--- src/rtl/obj_pos_ctrl_if.sv ---
// Handshake bundle between the frame/button source and the object position controller.
// The master drives frame_tick, buttons and mode; the slave returns position and status.
interface obj_pos_ctrl_if #(
  parameter int POS_W = 12
);
  logic                    frame_tick;
  logic                    btn_l;
  logic                    btn_r;
  logic                    btn_u;
  logic                    btn_d;
  logic                    mode_auto;
  logic signed [POS_W-1:0] x_pos;
  logic signed [POS_W-1:0] y_pos;
  logic                    hit_edge;
  logic                    moving;

  modport master (
    output frame_tick, btn_l, btn_r, btn_u, btn_d, mode_auto,
    input  x_pos, y_pos, hit_edge, moving
  );

  modport slave (
    input  frame_tick, btn_l, btn_r, btn_u, btn_d, mode_auto,
    output x_pos, y_pos, hit_edge, moving
  );
endinterface

--- src/rtl/obj_pos_ctrl.sv ---
// Frame-synchronous position controller for one on-screen object: button moves with
// hold-to-repeat and edge clamping; define OBJ_POS_AUTO_EN to add the bouncing auto mode.
module obj_pos_ctrl #(
  parameter int H_RES    = 1920,
  parameter int V_RES    = 1080,
  parameter int HALF_W   = 120,
  parameter int HALF_H   = 120,
  parameter int STEP     = 20,
  parameter int X_INIT   = 960,
  parameter int Y_INIT   = 540,
  parameter int REP_DLY  = 24,
  parameter int REP_RATE = 4,
  parameter int POS_W    = 12
) (
  input logic           clk_148Mhz,
  input logic           reset,
  obj_pos_ctrl_if.slave bus
);

  localparam int CNT_MAX = (REP_DLY > REP_RATE) ? REP_DLY : REP_RATE;
  localparam int CNT_W   = $clog2(CNT_MAX + 1);

  typedef logic signed [POS_W:0] wide_t;
  typedef enum logic [1:0] {S_IDLE, S_DELAY, S_REPEAT} rep_state_e;

  // Index 0 is the X axis, index 1 the Y axis.
  localparam wide_t LIM_LO [2] = '{wide_t'(HALF_W), wide_t'(HALF_H)};
  localparam wide_t LIM_HI [2] = '{wide_t'(H_RES - 1 - HALF_W), wide_t'(V_RES - 1 - HALF_H)};
  localparam wide_t STEP_W     = wide_t'(STEP);

  rep_state_e              state_q  [2];
  rep_state_e              state_d  [2];
  logic [CNT_W-1:0]        cnt_q    [2];
  logic [CNT_W-1:0]        cnt_d    [2];
  logic                    neg_q    [2];  // direction latched at press: 1 = left/up
  logic                    neg_d    [2];
  logic signed [POS_W-1:0] pos_q    [2];
  logic signed [POS_W-1:0] pos_d    [2];
  logic                    btn_pos  [2];
  logic                    btn_neg  [2];
  logic                    do_move  [2];
  logic                    move_neg [2];
  wide_t                   nxt      [2];
  logic                    hit_q, hit_d;
  logic                    moving_q, moving_d;
  logic                    auto_on;

  assign btn_pos[0] = bus.btn_r;
  assign btn_neg[0] = bus.btn_l;
  assign btn_pos[1] = bus.btn_d;
  assign btn_neg[1] = bus.btn_u;

`ifdef OBJ_POS_AUTO_EN
  logic dneg_q [2];
  logic dneg_d [2];
  assign auto_on = bus.mode_auto;
`else
  assign auto_on = 1'b0;
`endif

  // NOTE: every output of this block gets a default before any branch, so no latches are inferred.
  always_comb begin
    hit_d    = 1'b0;
    moving_d = bus.frame_tick ? 1'b0 : moving_q;
    for (int a = 0; a < 2; a++) begin
      state_d[a]  = state_q[a];
      cnt_d[a]    = cnt_q[a];
      neg_d[a]    = neg_q[a];
      pos_d[a]    = pos_q[a];
      do_move[a]  = 1'b0;
      move_neg[a] = 1'b0;
      nxt[a]      = '0;
`ifdef OBJ_POS_AUTO_EN
      dneg_d[a]   = dneg_q[a];
`endif
      if (bus.frame_tick) begin
        if (auto_on) begin
          state_d[a] = S_IDLE;
          cnt_d[a]   = '0;
          do_move[a] = 1'b1;
`ifdef OBJ_POS_AUTO_EN
          move_neg[a] = dneg_q[a];
`endif
          if (btn_pos[a] && !btn_neg[a])      move_neg[a] = 1'b0;
          else if (btn_neg[a] && !btn_pos[a]) move_neg[a] = 1'b1;
        end else begin
          unique case (state_q[a])
            S_IDLE: begin
              if (btn_pos[a] ^ btn_neg[a]) begin
                do_move[a]  = 1'b1;
                move_neg[a] = btn_neg[a];
                neg_d[a]    = btn_neg[a];
                cnt_d[a]    = CNT_W'(REP_DLY);
                state_d[a]  = S_DELAY;
              end
            end
            default: begin
              // Release, both held, or a reversed direction all restart from a fresh press.
              if (!(btn_pos[a] ^ btn_neg[a]) || (btn_neg[a] != neg_q[a])) begin
                state_d[a] = S_IDLE;
                cnt_d[a]   = '0;
              end else if (cnt_q[a] == CNT_W'(1)) begin
                do_move[a]  = 1'b1;
                move_neg[a] = neg_q[a];
                cnt_d[a]    = CNT_W'(REP_RATE);
                state_d[a]  = S_REPEAT;
              end else begin
                cnt_d[a] = cnt_q[a] - CNT_W'(1);
              end
            end
          endcase
        end

        if (do_move[a]) begin
          nxt[a] = move_neg[a] ? (wide_t'(pos_q[a]) - STEP_W) : (wide_t'(pos_q[a]) + STEP_W);
`ifdef OBJ_POS_AUTO_EN
          if (auto_on) dneg_d[a] = move_neg[a];
`endif
          // Auto mode reflects on reaching a limit; manual mode only clamps on crossing it.
          if ((nxt[a] > LIM_HI[a]) || (auto_on && (nxt[a] == LIM_HI[a]))) begin
            pos_d[a] = LIM_HI[a][POS_W-1:0];
            hit_d    = 1'b1;
`ifdef OBJ_POS_AUTO_EN
            if (auto_on) dneg_d[a] = 1'b1;
`endif
          end else if ((nxt[a] < LIM_LO[a]) || (auto_on && (nxt[a] == LIM_LO[a]))) begin
            pos_d[a] = LIM_LO[a][POS_W-1:0];
            hit_d    = 1'b1;
`ifdef OBJ_POS_AUTO_EN
            if (auto_on) dneg_d[a] = 1'b0;
`endif
          end else begin
            pos_d[a] = nxt[a][POS_W-1:0];
          end
        end

        if (pos_d[a] != pos_q[a]) moving_d = 1'b1;
      end
    end
  end

  // NOTE: state registers use non-blocking assignments so every flop samples pre-edge values.
  always_ff @(posedge clk_148Mhz or posedge reset) begin
    if (reset) begin
      for (int a = 0; a < 2; a++) begin
        state_q[a] <= S_IDLE;
        cnt_q[a]   <= '0;
        neg_q[a]   <= 1'b0;
`ifdef OBJ_POS_AUTO_EN
        dneg_q[a]  <= 1'b0;
`endif
      end
      pos_q[0] <= POS_W'(X_INIT);
      pos_q[1] <= POS_W'(Y_INIT);
      hit_q    <= 1'b0;
      moving_q <= 1'b0;
    end else begin
      for (int a = 0; a < 2; a++) begin
        state_q[a] <= state_d[a];
        cnt_q[a]   <= cnt_d[a];
        neg_q[a]   <= neg_d[a];
        pos_q[a]   <= pos_d[a];
`ifdef OBJ_POS_AUTO_EN
        dneg_q[a]  <= dneg_d[a];
`endif
      end
      hit_q    <= hit_d;
      moving_q <= moving_d;
    end
  end

  assign bus.x_pos    = pos_q[0];
  assign bus.y_pos    = pos_q[1];
  assign bus.hit_edge = hit_q;
  assign bus.moving   = moving_q;

endmodule

--- src/flat_wrapper.sv ---
// flat-port wrapper written by rule: the top's interface ports become plain ports
module obj_pos_ctrl_flat 
#(
  parameter int H_RES    = 1920,
  parameter int V_RES    = 1080,
  parameter int HALF_W   = 120,
  parameter int HALF_H   = 120,
  parameter int STEP     = 20,
  parameter int X_INIT   = 960,
  parameter int Y_INIT   = 540,
  parameter int REP_DLY  = 24,
  parameter int REP_RATE = 4,
  parameter int POS_W    = 12
)
  (clk_148Mhz, reset, bus_frame_tick, bus_btn_l, bus_btn_r, bus_btn_u, bus_btn_d, bus_mode_auto, bus_x_pos, bus_y_pos, bus_hit_edge, bus_moving);
  obj_pos_ctrl_if #(.POS_W(POS_W)) bus_i ();
  input logic clk_148Mhz;
  input logic reset;
  input wire logic [$bits(bus_i.frame_tick)-1:0] bus_frame_tick;
  input wire logic [$bits(bus_i.btn_l)-1:0] bus_btn_l;
  input wire logic [$bits(bus_i.btn_r)-1:0] bus_btn_r;
  input wire logic [$bits(bus_i.btn_u)-1:0] bus_btn_u;
  input wire logic [$bits(bus_i.btn_d)-1:0] bus_btn_d;
  input wire logic [$bits(bus_i.mode_auto)-1:0] bus_mode_auto;
  output wire logic [$bits(bus_i.x_pos)-1:0] bus_x_pos;
  output wire logic [$bits(bus_i.y_pos)-1:0] bus_y_pos;
  output wire logic [$bits(bus_i.hit_edge)-1:0] bus_hit_edge;
  output wire logic [$bits(bus_i.moving)-1:0] bus_moving;
  assign bus_i.frame_tick = bus_frame_tick;
  assign bus_i.btn_l = bus_btn_l;
  assign bus_i.btn_r = bus_btn_r;
  assign bus_i.btn_u = bus_btn_u;
  assign bus_i.btn_d = bus_btn_d;
  assign bus_i.mode_auto = bus_mode_auto;
  assign bus_x_pos = bus_i.x_pos;
  assign bus_y_pos = bus_i.y_pos;
  assign bus_hit_edge = bus_i.hit_edge;
  assign bus_moving = bus_i.moving;
  obj_pos_ctrl #(.H_RES(H_RES), .V_RES(V_RES), .HALF_W(HALF_W), .HALF_H(HALF_H), .STEP(STEP), .X_INIT(X_INIT), .Y_INIT(Y_INIT), .REP_DLY(REP_DLY), .REP_RATE(REP_RATE), .POS_W(POS_W)) u_core (.clk_148Mhz(clk_148Mhz), .reset(reset), .bus(bus_i));
endmodule
--- config.mk ---
export PLATFORM = sky130hd
export DESIGN_NAME = obj_pos_ctrl_flat
export DESIGN_NICKNAME = d
export VERILOG_FILES = /design/src/rtl/obj_pos_ctrl_if.sv /design/src/rtl/obj_pos_ctrl.sv /design/src/flat_wrapper.sv
export SDC_FILE = /design/constraint.sdc
export NUM_CORES = 1
export LEC_CHECK = 0
export BUFFER_PORTS_ARGS = -buffer_cell sky130_fd_sc_hd__buf_2
export CORE_ASPECT_RATIO = 1.75
export CORE_UTILIZATION = 45
export CTS_CLUSTER_SIZE = 14
export DETAILED_ROUTE_END_ITERATION = 8
export SLEW_MARGIN = 40
export SYNTH_ARGS = -nofsm -noshare
export SYNTH_HDL_FRONTEND = slang
export SYNTH_SLANG_ARGS = --single-unit
export TNS_END_PERCENT = 100
--- constraint.sdc ---
create_clock -name clk_148Mhz -period 13 [get_ports clk_148Mhz]
set_clock_uncertainty 0.2 [all_clocks]
set_input_delay 2.6 -clock clk_148Mhz [delete_from_list [all_inputs] [get_ports clk_148Mhz]]
set_output_delay 2.6 -clock clk_148Mhz [all_outputs]
set_load 0.05 [all_outputs]
# Word-level counts from Yosys, hierarchy flattened
# Index checks and enable logic that the tools add are counted.
# word_totals
regBits,42
out_inout_bits,26
elab_cells,103
# classes
n_addsub,6
n_lt_le_gt_ge,4
eq_ne,8
muxes,59
n_bitwise,2
n_reduce_logical,14
# op_table
op,n
12-bit two-way mux,8
5-bit two-way mux,8
1-bit two-way mux,33
"12-bit by 6-bit adder with 13-bit output, second input constant",2
"13-bit by 8-bit < comparator with 1-bit output, second input constant",2
13-bit two-way mux,2
"12-bit by 6-bit subtractor with 13-bit output, second input constant",2
12-bit inequality test,2
2-bit two-way mux,8
"13-bit by 11-bit > comparator with 1-bit output, second input constant",1
"13-bit by 12-bit > comparator with 1-bit output, second input constant",1
3-bit AND reduction,4
"5-bit by 1-bit equality test with 1-bit output, second input constant",2
"5-bit by 1-bit subtractor with 5-bit output, second input constant",2
3-bit nonzero test,2
2-bit logical NOT,2
"2-bit by 1-bit inequality test with 1-bit output, second input constant",2
2-bit AND reduction,2
1-bit logical NOT,2
1-bit logical OR,2
1-bit inequality test,2
1-bit bitwise XOR,2

# Depth between registers and ports, before layout
# logic_depth
word_depth,17
depth_mapped,18
ltp_nobuf,17

# Least setup slack after synthesis
# Ideal clock, no wire load.
# synth_path
path_type,input port to flip-flop
start,in bus_btn_r
end,"reg u_core.moving_q, in the netlist u_core.bus.moving"
setup_ns,0.129
arrival_ns,6.781
setup_slack_ns,5.890
cell_stages,15
n_path_buf,0
cell_sequence,inv_1 > ha_1 > nor3_1 > nand2_1 > o21ai_0 > ha_1 > a21o_1 > a21o_1 > a311o_1 > and2_1 > a31o_1 > a311o_1 > a2111oi_2 > nand4_1 > o41a_1
# synth_between
elab_chain_cells,17
word_cells_on_any_way,23
classes_between,order compare: 2; eq/ne: 1; mux: 17; bitwise: 1; reduce/logical: 2
# synth_rtl
element,line_no,source
from (decl),flat_wrapper.sv:21,input wire logic [$bits(bus_i.btn_r)-1:0] bus_btn_r;
1-bit bitwise XOR (*),"obj_pos_ctrl.sv:89, obj_pos_ctrl.sv:99",
1-bit logical NOT,obj_pos_ctrl.sv:99,if (!(btn_pos[a] ^ btn_neg[a]) || (btn_neg[a] != neg_q[a])) begin
1-bit logical OR,obj_pos_ctrl.sv:99,
1-bit two-way mux,obj_pos_ctrl.sv:99,
1-bit two-way mux,obj_pos_ctrl.sv:87,unique case (state_q[a])
1-bit two-way mux,obj_pos_ctrl.sv:76,if (bus.frame_tick) begin
13-bit two-way mux,obj_pos_ctrl.sv:115,nxt[a] = move_neg[a] ? (wide_t'(pos_q[a]) - STEP_W) : (wide_t'(pos_q[a]) + STEP_W);
13-bit by 8-bit < comparator with 1-bit output,obj_pos_ctrl.sv:126,end else if ((nxt[a] < LIM_LO[a]) || (auto_on && (nxt[a] == LIM_LO[a]))) begin
(+2 left out),-,
12-bit two-way mux (*),obj_pos_ctrl.sv:114,if (do_move[a]) begin
12-bit two-way mux (*),obj_pos_ctrl.sv:76,
12-bit inequality test (*),obj_pos_ctrl.sv:137,if (pos_d[a] != pos_q[a]) moving_d = 1'b1;
1-bit two-way mux (*),obj_pos_ctrl.sv:137,
1-bit two-way mux (*),obj_pos_ctrl.sv:76,
1-bit two-way mux,obj_pos_ctrl.sv:137,
1-bit two-way mux (*),obj_pos_ctrl.sv:76,
via u_core.moving_d,obj_pos_ctrl.sv:45,"logic moving_q, moving_d;"
to (signal assigned),obj_pos_ctrl.sv:168,moving_q <= moving_d;
to (decl),obj_pos_ctrl.sv:45,
# The timed path passes the listed nets; every way through them passes the cells marked *. The select of a mux whose other input is x is not followed.
# A chain may end at the register's enable or synchronous reset.

# Worst setup path in the final report
# layout_path
start,in bus_btn_l
end,"reg u_core.moving_q, in the netlist u_core.bus.moving"
# layout_between
elab_chain_cells,17
word_cells_on_any_way,24
classes_between,order compare: 2; eq/ne: 2; mux: 17; bitwise: 1; reduce/logical: 2
# layout_rtl
element,line_no,source
from (decl),flat_wrapper.sv:20,input wire logic [$bits(bus_i.btn_l)-1:0] bus_btn_l;
1-bit bitwise XOR,"obj_pos_ctrl.sv:89, obj_pos_ctrl.sv:99",
1-bit logical NOT,obj_pos_ctrl.sv:99,
1-bit logical OR,obj_pos_ctrl.sv:99,
1-bit two-way mux,obj_pos_ctrl.sv:99,
1-bit two-way mux,obj_pos_ctrl.sv:87,
1-bit two-way mux,obj_pos_ctrl.sv:76,
13-bit two-way mux,obj_pos_ctrl.sv:115,
13-bit by 8-bit < comparator with 1-bit output,obj_pos_ctrl.sv:126,
(+2 left out),-,
12-bit two-way mux (*),obj_pos_ctrl.sv:114,
12-bit two-way mux (*),obj_pos_ctrl.sv:76,
12-bit inequality test (*),obj_pos_ctrl.sv:137,
1-bit two-way mux (*),obj_pos_ctrl.sv:137,
1-bit two-way mux (*),obj_pos_ctrl.sv:76,
1-bit two-way mux,obj_pos_ctrl.sv:137,
1-bit two-way mux (*),obj_pos_ctrl.sv:76,
via u_core.moving_d,obj_pos_ctrl.sv:45,
# Marked as above.

==> results.md <==
* Status: finished with violations
* Failing checks: design-rule violations
* Sum Neg Setup Slack at 0 ns
* CP required at 12.96 ns
* Ys async rst share at 100%
* Mapped Cells at 474
* Leak at 1.85 nW
* PortBufs at 32
* Crit-path cells: buf_2 > ha_1 > nor3_1 > nand2_1 > o21ai_0 > buf_4 > inv_1 > ha_1 > nand3_1 > o22ai_1 > o311ai_1 > nand4_1 > a31o_1 > a311o_1 > a2111oi_2 > nand4_1 > o41a_1
* Adder-cell share of the synthesized area at 10.3%
* Post-route DRC at 2
* Layout cells sized above 1 at 14.8%
* Clock Pin Slew Worst Setup and Hold Paths at 0.07 ns
* Number of synthesized flops with an enable pin at 0
* RSZ-0062 raised after global routing: false
* Dpl ws at 5.78 ns
* Hold Crit Class: register to register
* Final setup viols at 0
* Final min period at 6.92 ns
* ANT cells at 0
* Number of buffers created by CTS at 5
* Die Wd at 71.3 um
* Core Area at 8020 um2
* Synth Area in XOR/XNOR at 2.55%
* Ports at 34
* Routability cong. at 0.869
* Mux contribution to synthesized area at 2.31%
* Top_reg_cell synth: dfrtp_1
* Syn. warnings at 0
* Area leader, netlist: dfrtp_1
* Crit end category: register
* Sw Ratio at 53.4%
* Sequential power share at 21.6%
* Non-Filler Instances at 597
* DP Cell Count at 589
* First-pass GRT wire length at 17000 um
* Worst path buffer plus inverter count at 3
* GRT Util Overall at 24.5%
* Crit path kind: input port to register
* Final layout net count at 544
* Setup Buffers After CTS at 0
* Top cells by area, synth: dfrtp_1 22%, ha_1 9.3%, nand2_1 6.7%
* Grt ovf at 0
* Post-Syn Nets at 512
* Syn-to-layout area delta at 11.5%
* Max VDD drop at 0.181 mV
* Cell row count at 43
* Mapped cell area at 3780 um2
* Clk_lat worst skew at 0.29 ns
* Internal power at 0.574 mW
* Setup ws final at 6.08 ns
* Cell variety after synth at 67
* Post-synth top cells: 68 x nand2_1, 46 x nor2_1, 34 x dfrtp_1, 34 x o21ai_0
* Vias per cell at 6.16
* Sw Pwr at 0.657 mW
* DR iter-0 viols at 235
* Root Driver: clkbuf_16
* Compound-Gate Fraction of Synth Area at 28.9%
* Hold Vio Cnt, Final at 0
* Arrival @ worst endpoint at 6.88 ns
* Synth Area per Inst at 7.98 um2
* CP delay by family, top: compound AO/OA/AOI/OAI gates
* Die ar. at 8800 um2
* Top cell type's share of synthesized area at 22.5%
* Worst setup SP type: input port
* Fmax at 145 MHz
* Die height at 123 um
* Pin count of the biggest net entering global routing at 43
* Sequential share of the synthesized area at 28.0%
* Critical path fanouts, max at 12
* DR pass1 iterations at 6
* Maximum clock path buffer count at 2
* Part of the power in the clock network at 11.6%
* Hold Buf Count CTS at 0
* Power per standard cell area at 292 nW/um2
* Total length of routed wires at 10100 um
* CTS sink cnt at 42
* Combinational Power Share at 66.8%
* Largest stage delay on the critical path at 0.57 ns
* Crit-path slowest cell: o311ai_1
* Vias in the first global route at 3617
* Simple-Gate Fraction of Synth Area at 24.9%
* CTS tree: yes
* WL/cell at 16.9 um
* Starting density of the core at 47.2%
* Slew margin rel. at 53.6%
* Tcrit/Tclk final at 53.2%
* Post-DP HPWL at 7950 um
* Vias at 3676
* Initial antenna violation count at 0
* Max-Cap Viols at 0
* CTS resizes at 0
* Antenna viol nets, final at 0
* Largest family of logic cells by synthesized area: compound AO/OA/AOI/OAI gates
* Worst-Margin Slew at 0.693 ns
* H-tree depth at 2
* Seq cells post-synth at 42
* Final Hold Slack at 0.325 ns
* Top-count cell post-synth: nand2_1
* Final slew viol count at 0
[layout make-up]
class                   instances  area, um2
fillers                       808       3790
multi-input cells             402       2620
flip-flops and latches         42       1060
repair buffers                 35        183
clock buffers                   5        125
well taps                      90        113
inverters                      20       75.1
clock inverters                 3       43.8
[kinds of logic after synthesis]
| family | count (synthesis) |
|---|---|
| AOI/OAI and AO/OA | 159 |
| xor gates and xnor gates | 11 |
| adders and majority gates | 30 |
| buffers and inverters | 30 |
| DFF | 42 |
| muxes | 8 |
| and+or+nand+nor | 194 |
[through the flow]
step / total power, mW / util, % / instance area (um2)
2_1_floorplan: 0.893 / - / 3780
3_3_place_gp: 1.07 / 50.4 / 4040
3_5_place_dp: 1.08 / 50.5 / 4050
4_1_cts: 1.23 / 52.6 / 4210
5_1_grt: 1.33 / 52.7 / 4220
6_report: 1.23 / 52.7 / 4220
[worst register-to-register path: cells and delay by family, from the launching register on]
family | cells | cell delay (ns)
adder cells (fa/ha/maj) | 2 | 0.52
AND/OR/NAND/NOR | 6 | 1.43
buffers and inverters | 3 | 0.37
flip-flops | 1 | 0.40
AO/OA/AOI/OAI | 7 | 2.18
[worst paths after layout]
path	start	to	slack, ns	cells past startpoint
setup / recovery	bus_btn_l	u_core.bus.moving	6.08	17
hold / removal	u_core.bus.x_pos[9]	u_core.bus.x_pos[9]	0.33	2
setup reg to reg	u_core.cnt_q[6]	u_core.bus.moving	7.79	18
hold reg to reg	u_core.bus.x_pos[9]	u_core.bus.x_pos[9]	0.33	2
max in group asynchronous	reset	u_core.bus.x_pos[6]	9.99	3
min in group asynchronous	reset	u_core.cnt_q[7]	2.23	3
[per-layer routing]
layer  up-vias  routed length (um)  track usage, %
met5         -                   0               0
met4         0                 305            10.4
li1       1835                   -               -
met2        56                5560            47.6
met3        24                 192            2.44
met1      1761                4020            26.2
[power groups by stage]
stage	clock network [mW]	logic, mW	registers [mW]
global placement	0	0.808	0.265
CTS	0.146	0.821	0.265
floorplan	0	0.536	0.357
finish	0.143	0.822	0.265
detailed placement	0	0.817	0.267
global route	0.153	0.906	0.275
[registers in the layout, indices dropped and copies added (netlist names)]
name                 cells
u_core.bus.x_pos        12
u_core.bus.y_pos        12
u_core.cnt_q            10
u_core.state_q           4
u_core.neg_q             2
u_core.bus.hit_edge      1
u_core.bus.moving        1
[placed cells by master, fill, tap and decap left out, types with 5 or more instances in the layout]
cell,instances
nor4_1,5
o31ai_1,7
o21ai_0,34
dfstp_2,8
clkbuf_16,5
ha_1,28
nor2_1,45
a31oi_1,12
a211oi_1,8
mux2_2,5
nand2b_1,6
nor3_1,10
o211ai_1,6
and2_1,8
nand3_1,10
nand4_1,5
inv_1,19
or2_2,8
nand2_1,68
a21o_1,10
xnor2_1,6
buf_2,32
dfrtp_1,34
and3_1,5
xor2_1,5
a21oi_1,28
(Power assumes the default switching activity.)
